### src/rtl/delay_ctrl_pkg.sv
// Shared types and helpers for the delay-line valid/enable controller.
package delay_ctrl_pkg;

  // Control bundle: single rising-edge clock plus asynchronous active-high reset.
  typedef struct packed {
    logic clock;
    logic reset;
  } Util_Control_T;

  // Width needed to hold an occupancy count of 0..delay.
  function automatic int count_width(input int delay);
    return $clog2(delay + 1);
  endfunction

endpackage

### src/rtl/delay_stage_ctrl_cell.sv
// One stage of the delay-line controller: valid flop plus advance/enable logic.
module delay_stage_ctrl_cell
  import delay_ctrl_pkg::*;
#(
  parameter bit COLLAPSE = 1'b1
) (
  input  Util_Control_T ctrl,
  input  logic          flush,
  input  logic          inc,
  input  logic          adv_next,
  output logic          valid,
  output logic          adv,
  output logic          en
);

  logic clk;
  logic rst;

  assign clk = ctrl.clock;
  assign rst = ctrl.reset;

  // A stage may advance when empty (collapse mode) or when the downstream moves;
  // in global-stall mode adv_next already carries the shared advance.
  always_comb begin
    adv = COLLAPSE ? (!valid | adv_next) : adv_next;
    en  = adv & inc & !flush & !rst;
  end

  // Valid bit follows the incoming valid on advance, clears on flush.
  always_ff @(posedge clk or posedge rst) begin
    if (rst) begin
      valid <= 1'b0;
    end else if (flush) begin
      valid <= 1'b0;
    end else if (adv) begin
      valid <= inc;
    end
  end

endmodule

### src/rtl/delay_stage_ctrl.sv
// Valid/enable sequencer for a DELAY-stage registered delay line with
// downstream backpressure and synchronous flush. Carries no data.
module delay_stage_ctrl
  import delay_ctrl_pkg::*;
#(
  parameter int DELAY    = 2,
  parameter bit COLLAPSE = 1'b1
) (
  input  Util_Control_T                        ctrl,
  input  logic                                 in_valid,
  output logic                                 in_ready,
  input  logic                                 out_ready,
  output logic                                 out_valid,
  input  logic                                 flush,
  output logic [DELAY-1:0]                     en,
  output logic [DELAY-1:0]                     stage_valid,
  output logic [count_width(DELAY)-1:0]        count
);

  localparam int CW = count_width(DELAY);

  logic clk;
  logic rst;
  logic acc;
  logic drn;
  logic adv_glb;

  assign clk = ctrl.clock;
  assign rst = ctrl.reset;

  // Shared advance used when all stages move together.
  assign adv_glb = !stage_valid[DELAY-1] | out_ready;

  for (genvar i = 0; i < DELAY; i++) begin : g_stage
    logic inc_b;
    logic adv_nxt_b;
    logic adv_b;
    logic valid_b;
    logic en_b;

    if (i == 0) begin : g_inc_first
      assign inc_b = acc;
    end else begin : g_inc_chain
      assign inc_b = stage_valid[i-1];
    end

    if (!COLLAPSE) begin : g_adv_global
      assign adv_nxt_b = adv_glb;
    end else if (i == DELAY - 1) begin : g_adv_last
      assign adv_nxt_b = out_ready;
    end else begin : g_adv_chain
      assign adv_nxt_b = g_stage[i+1].adv_b;
    end

    delay_stage_ctrl_cell #(
      .COLLAPSE(COLLAPSE)
    ) u_cell (
      .ctrl     (ctrl),
      .flush    (flush),
      .inc      (inc_b),
      .adv_next (adv_nxt_b),
      .valid    (valid_b),
      .adv      (adv_b),
      .en       (en_b)
    );

    assign stage_valid[i] = valid_b;
    assign en[i]          = en_b;
  end

  // Handshakes; flush and reset both block acceptance and output.
  always_comb begin
    in_ready  = g_stage[0].adv_b & !flush & !rst;
    acc       = in_valid & in_ready;
    out_valid = stage_valid[DELAY-1] & !flush;
    drn       = out_valid & out_ready;
  end

  // Occupancy count: +1 on accept, -1 on drain, cleared by flush.
  always_ff @(posedge clk or posedge rst) begin
    if (rst) begin
      count <= '0;
    end else if (flush) begin
      count <= '0;
    end else begin
      count <= count + CW'(acc) - CW'(drn);
    end
  end

endmodule

### config.mk
export PLATFORM = sky130hd
export DESIGN_NAME = delay_stage_ctrl
export DESIGN_NICKNAME = d
export VERILOG_FILES = /design/src/rtl/delay_ctrl_pkg.sv /design/src/rtl/delay_stage_ctrl_cell.sv /design/src/rtl/delay_stage_ctrl.sv
export SDC_FILE = /design/constraint.sdc
export NUM_CORES = 1
export LEC_CHECK = 0
export CORE_AREA = 2 2 39 41
export CTS_BUF_LIST = sky130_fd_sc_hd__clkbuf_8
export DETAILED_ROUTE_END_ITERATION = 7
export DIE_AREA = 0 0 41 43
export PLACE_DENSITY_LB_ADDON = 0.05
export SKIP_CTS_REPAIR_TIMING = 1
export SYNTH_ARGS = -nofsm -noshare
export SYNTH_HDL_FRONTEND = slang
export SYNTH_HIERARCHICAL = 1
export SYNTH_SLANG_ARGS = --single-unit
### constraint.sdc
create_clock -name ctrl -period 4.13 [get_ports ctrl]
set_clock_uncertainty 0.15 [all_clocks]
set_input_delay 0.6195 -clock ctrl [delete_from_list [all_inputs] [get_ports ctrl]]
set_output_delay 0.6195 -clock ctrl [all_outputs]
set_load 0.03 [all_outputs]
# After elaboration in Yosys (flattened, before gate mapping)
# Cells that the tools add are included.
[totals]
regBits = 4
output_inout_bits = 8
[op_classes]
bitwise = 13
muxes = 5
n_addsub = 2
n_reduce_logical = 6
[ops]
columns = ["cell", "count"]
rows = [
  ["1-bit bitwise AND", 11],
  ["1-bit zero test", 4],
  ["1-bit 2-to-1 mux", 4],
  ["2-bit nonzero test", 2],
  ["2-bit by 1-bit adder with 2-bit output", 1],
  ["2-bit 2-to-1 mux", 1],
  ["1-bit OR", 2],
  ["2-bit by 1-bit subtractor with 2-bit output", 1],
]

# Depth between registers and ports, before layout
# Gate-level depths: netlist of the first run.
[depth]
ltp_word = 9
ltp_mapped = 9
ltp_nobuf = 9

# Modules after synthesis
# Netlist of the first run, hierarchy kept.
[by_module_without_submodules]
columns = ["module", "n_inst", "seq_area_each_um2", "cells_each", "area_per_inst_um2"]
rows = [
  ["delay_stage_ctrl", 1, 50.0, 18, 180.2],
  ["delay_stage_ctrl_cell", 2, 25.0, 6, 75.1],
]

# Least setup slack after synthesis of the first run
# Ideal clock, no wire load.
[synth_timing]
path_type = "input port to output port"
start = "input port out_ready"
end = "output port en[0]"
path_buffers = 1
required_ps = 3360
setup_slack_ps = 1390
cell_stages = 7
t_arrival_ps = 1970
cell_sequence = "nand2b_4 nand2b_4 nor3b_2 and2_1 inv_1 nor4b_4 buf_4"
[synth_via]
elab_chain_cells = 8
[synth_lines]
columns = ["element", "line", "source"]
rows = [
  ["from (decl)", "delay_stage_ctrl.sv:12", "input logic out_ready,"],
  ["1-bit OR (2 in a row)", "delay_stage_ctrl_cell.sv:25", "adv = COLLAPSE ? (!valid | adv_next) : adv_next;"],
  ["named net g_stage[0].adv_b", "delay_stage_ctrl.sv:37", "logic adv_b;"],
  ["1-bit bitwise AND (2 in a row)", "delay_stage_ctrl.sv:73", "in_ready = g_stage[0].adv_b & !flush & !rst;"],
  ["named net in_ready", "delay_stage_ctrl.sv:11", "output logic in_ready,"],
  ["1-bit bitwise AND", "delay_stage_ctrl.sv:74", "acc = in_valid & in_ready;"],
  ["named net acc", "delay_stage_ctrl.sv:24", "logic acc;"],
  ["1-bit bitwise AND (3 in a row)", "delay_stage_ctrl_cell.sv:26", "en = adv & inc & !flush & !rst;"],
  ["to (decl)", "delay_stage_ctrl.sv:15", "output logic [DELAY-1:0] en,"],
]
# The timed path passes the listed nets, and every way through them passes these cells.

==> load_flow_metrics.sql, run 1 <==
INSERT INTO impl_metrics (metric_group, metric, value, unit) VALUES
('critical_path', 'critical-path-top-cell-by-count', 'sky130_fd_sc_hd__buf_8', ''),
('critical_path', 'worstPathArrival', '3.43', 'ns'),
('logic_synthesis', 'post_synth_inst_count', '30', ''),
('floorplan', 'ios', '13', ''),
('logic_synthesis', 'synth.cells.most_frequent', 'sky130_fd_sc_hd__inv_1 (6), sky130_fd_sc_hd__buf_4 (4), sky130_fd_sc_hd__dfrtp_1 (4)', ''),
('drt', 'via_count', '324', ''),
('cts', 'clk_pin_slew_worst_paths', '0.03', 'ns'),
('cells_and_area', 'fin_util', '49.3', '%'),
('logic_synthesis', 'netlist_area', '330', 'sq um'),
('critical_path', 'worst-endpoint-required', '3.36', 'ns'),
('critical_path', 'crit_path_max_fanout', '2', ''),
('cells_and_area', 'areaGrowthSynthToFinish', '106', '%'),
('sta', 'report.final.setup_viol', '1', ''),
('drt', 'totalWireLength', '956', 'microns'),
('logic_synthesis', 'synthDominantAreaCellType', 'sky130_fd_sc_hd__dfrtp_1', ''),
('global_route', 'first_global_vias', '601', ''),
('logic_synthesis', 'synth-edff-count', '0', ''),
('logic_synthesis', 'synth.top_cells.by_area', 'sky130_fd_sc_hd__dfrtp_1 (30%), sky130_fd_sc_hd__nor4b_4 (14%), sky130_fd_sc_hd__buf_4 (9.1%)', ''),
('drt', 'dr.first_iter.drc_count', '5', ''),
('logic_synthesis', 'synth_flop_cell', 'sky130_fd_sc_hd__dfrtp_1', ''),
('critical_path', 'setup.worst_path.start_class', 'clock port', ''),
('global_route', 'global_route.usage.total', '20.3', '%'),
('critical_path', 'setup.worst_path.class', 'clk -> out', ''),
('drt', 'number_of_vias_per_cell_after_detailed_routing', '4.38', ''),
('logic_synthesis', 'synth_area_per_cell', '11.0', 'sq um'),
('power', 'power_density', '817', 'nW/um^2'),
('global_route', 'grt_first_pass_wirelength', '1960', 'microns'),
('sta', 'final_max_slew_violation_count', '0', ''),
('status', 'violations', 'negative setup slack', ''),
('logic_synthesis', 'post-synth-top-count-cell', 'sky130_fd_sc_hd__inv_1', ''),
('power', 'ir_worst_vdd', '0.424', 'mV'),
('floorplan', 'fp-row-count', '14', ''),
('cells_and_area', 'sequential_cell_area', '100', 'sq um'),
('logic_synthesis', 'seq_total_area_yosys', '30.3', '%'),
('critical_path', 'cp_cell_sequence', 'buf_8 > buf_8 > nor3b_2 > clkbuf_8 > buf_8 > and2_4 > buf_8 > inv_4 > nor4b_4 > buf_6', ''),
('global_route', 'grt_antenna_before_repair', '0', ''),
('drt', 'post_drt_antenna_nets', '0', ''),
('status', 'run_status', 'complete, but fails checks', ''),
('drt', 'wire_per_inst', '12.9', 'microns'),
('logic_synthesis', 'number_of_distinct_library_cells_after_synthesis', '13', ''),
('logic_synthesis', 'ys_async_rst_share', '100', '%'),
('cells_and_area', 'finish.net_count', '65', ''),
('logic_synthesis', 'yosysTopAreaCellShare', '30.3', '%'),
('cts', 'clk_latency', '0.21', 'ns'),
('placed_design', 'gp_congestion', '0.632', ''),
('critical_path', 'worst_setup_path_end_kind', 'output port', ''),
('floorplan', 'die_w', '41', 'microns'),
('cells_and_area', 'antenna_cells', '0', ''),
('sta', 'tns', '-0.0699', 'ns'),
('placed_design', 'hpwlAfterDp', '465', 'microns'),
('logic_synthesis', 'postSynthNetCount', '37', ''),
('critical_path', 'master_of_the_slowest_instance_on_the_critical_path', 'sky130_fd_sc_hd__nor4b_4', ''),
('logic_synthesis', 'synthesis.yosys.warnings', '6', ''),
('run', 'cap_viol_max_count', '0', ''),
('critical_path', 'critical-path-max-stage-delay', '0.27', 'ns'),
('drt', 'drt_pre_antenna_iters', '3', ''),
('hold_path', 'timing.hold.worst.class', 'reg -> reg', ''),
('sta', 'grt_setup_unrepaired', 'true', ''),
('drt', 'drc', '0', ''),
('floorplan', 'initial_utilization', '23.9', '%'),
('cells_and_area', 'multiInputGateArea', '180', 'sq um'),
('cells_and_area', 'fill_cells', '127', ''),
('sta', 'finalHoldWorstSlack', '0.445', 'ns'),
('floorplan', 'dieArea', '1760', 'sq um'),
('power', 'p_leak', '0.352', 'nW'),
('placed_design', 'port_buffers', '11', ''),
('floorplan', 'core_area', '1380', 'sq um'),
('global_route', 'grt_start_max_net_pins', '9', ''),
('sta', 'slew_headroom', '77.9', '%'),
('cts', 'cts_tree', 'done', ''),
('cells_and_area', 'layout-drive-gt1-share', '44.8', '%'),
('global_route', 'globalRoute.totalOverflow', '0', ''),
('floorplan', 'die_height', '43', 'microns'),
('logic_synthesis', 'synth_seq_cells', '4', ''),
('sta', 'slew_worst_pin', '0.331', 'ns'),
('sta', 'final.setup.worst_slack', '-0.0699', 'ns'),
('sta', 'timing_hold_violations_final', '0', '');
## cell families (layout without fill, tap and decap cells)
group | Yosys count | count (layout) | synth area share (%)
AO/OA/AOI/OAI | 2 | 2 | 3.03
buffers and inverters | 10 | 38 | 15.9
XOR/XNOR | 1 | 1 | 6.82
adder cells (fa/ha/maj) | 2 | 2 | 7.57
AND/OR/NAND/NOR | 11 | 11 | 36.4
flip-flops | 4 | 4 | 30.3
## final cells by class
class	instances	area share, %
well taps	16	2.94
repair buffers	9	12.8
multi-input cells	16	26.4
inverters	1	0.550
flip-flops and latches	4	14.7
clock buffers	19	37.1
clock inverters	9	5.50
## worst paths after layout
kind,slack [ns],cells past startpoint,end,startpoint
worst min register to register,0.44,2,g_stage[0].u_cell/valid$_DFFE_PP0P_,g_stage[0].u_cell/valid$_DFFE_PP0P_
min in group asynchronous,1.79,4,g_stage[0].u_cell/valid$_DFFE_PP0P_,ctrl[0]
worst min-delay path,0.44,2,g_stage[0].u_cell/valid$_DFFE_PP0P_,g_stage[0].u_cell/valid$_DFFE_PP0P_
worst max register to register,1.88,12,count[1]$_DFF_PP0_,g_stage[1].u_cell/valid$_DFFE_PP0P_
max in group asynchronous,1.93,4,count[0]$_DFF_PP0_,ctrl[0]
worst max-delay path,-0.07,10,en[0],ctrl[0]
## state kept, by name, indices dropped and copies added, names as in the netlist
signal and flops:
count 2, g_stage.u_cell/valid 2
## where the power goes
group | switching [W] | internal, W
Clock | 0.000151 | 0.000316
Combinational | 0.0000232 | 0.0000175
Sequential | 0.00000620 | 0.0000430
Total | 0.000181 | 0.000376
## through the flow
stage	instance area (sq um)	total power [W]	worst slack [ns]	cells
2_1_floorplan	330	0.000137	0.177	30
3_3_place_gp	438	0.000167	0.0416	54
3_5_place_dp	438	0.000168	0.0416	54
4_1_cts	674	0.000551	-0.771	74
5_1_grt	682	0.000606	-0.130	74
6_report	682	0.000557	-0.0699	74
## worst max-delay path, delay by kind of cell
family / cells / cell delay (ns)
buffers and inverters: 7 / 0.75
and+or+nand+nor: 3 / 0.61
## cells in the final DEF (no fill, tap or decap), types with 2 or more instances in the layout
cell type / synthesis / layout
sky130_fd_sc_hd__a21oi_1: 2 / 2
sky130_fd_sc_hd__buf_4: 4 / 2
sky130_fd_sc_hd__buf_8: 0 / 4
sky130_fd_sc_hd__clkbuf_8: 0 / 11
sky130_fd_sc_hd__clkdlybuf4s50_1: 0 / 9
sky130_fd_sc_hd__dfrtp_1: 4 / 4
sky130_fd_sc_hd__ha_1: 2 / 2
sky130_fd_sc_hd__inv_1: 6 / 7
sky130_fd_sc_hd__nand2b_4: 2 / 2
sky130_fd_sc_hd__nor2b_1: 2 / 2
sky130_fd_sc_hd__nor4b_4: 2 / 2
## metal layers
metal,routed length (microns),GRT usage [%]
met5,0,0
met4,55,47.3
met3,88,35.1
met2,481,12.8
met1,330,7.17
Note: power is estimated with default switching activity, not from simulation.
==> run 2: changes to the inputs <==
CAP_MARGIN = 20   (was not set)
TNS_END_PERCENT = 100   (was not set)
==> results of run 2 <==
The final DEF is identical to that of run 1; final timing and power are the same.
==> run 3: changes to the inputs <==
RECOVER_POWER = 50   (was not set)
==> results of run 3 <==
The final DEF is identical to that of run 1; final timing and power are the same.
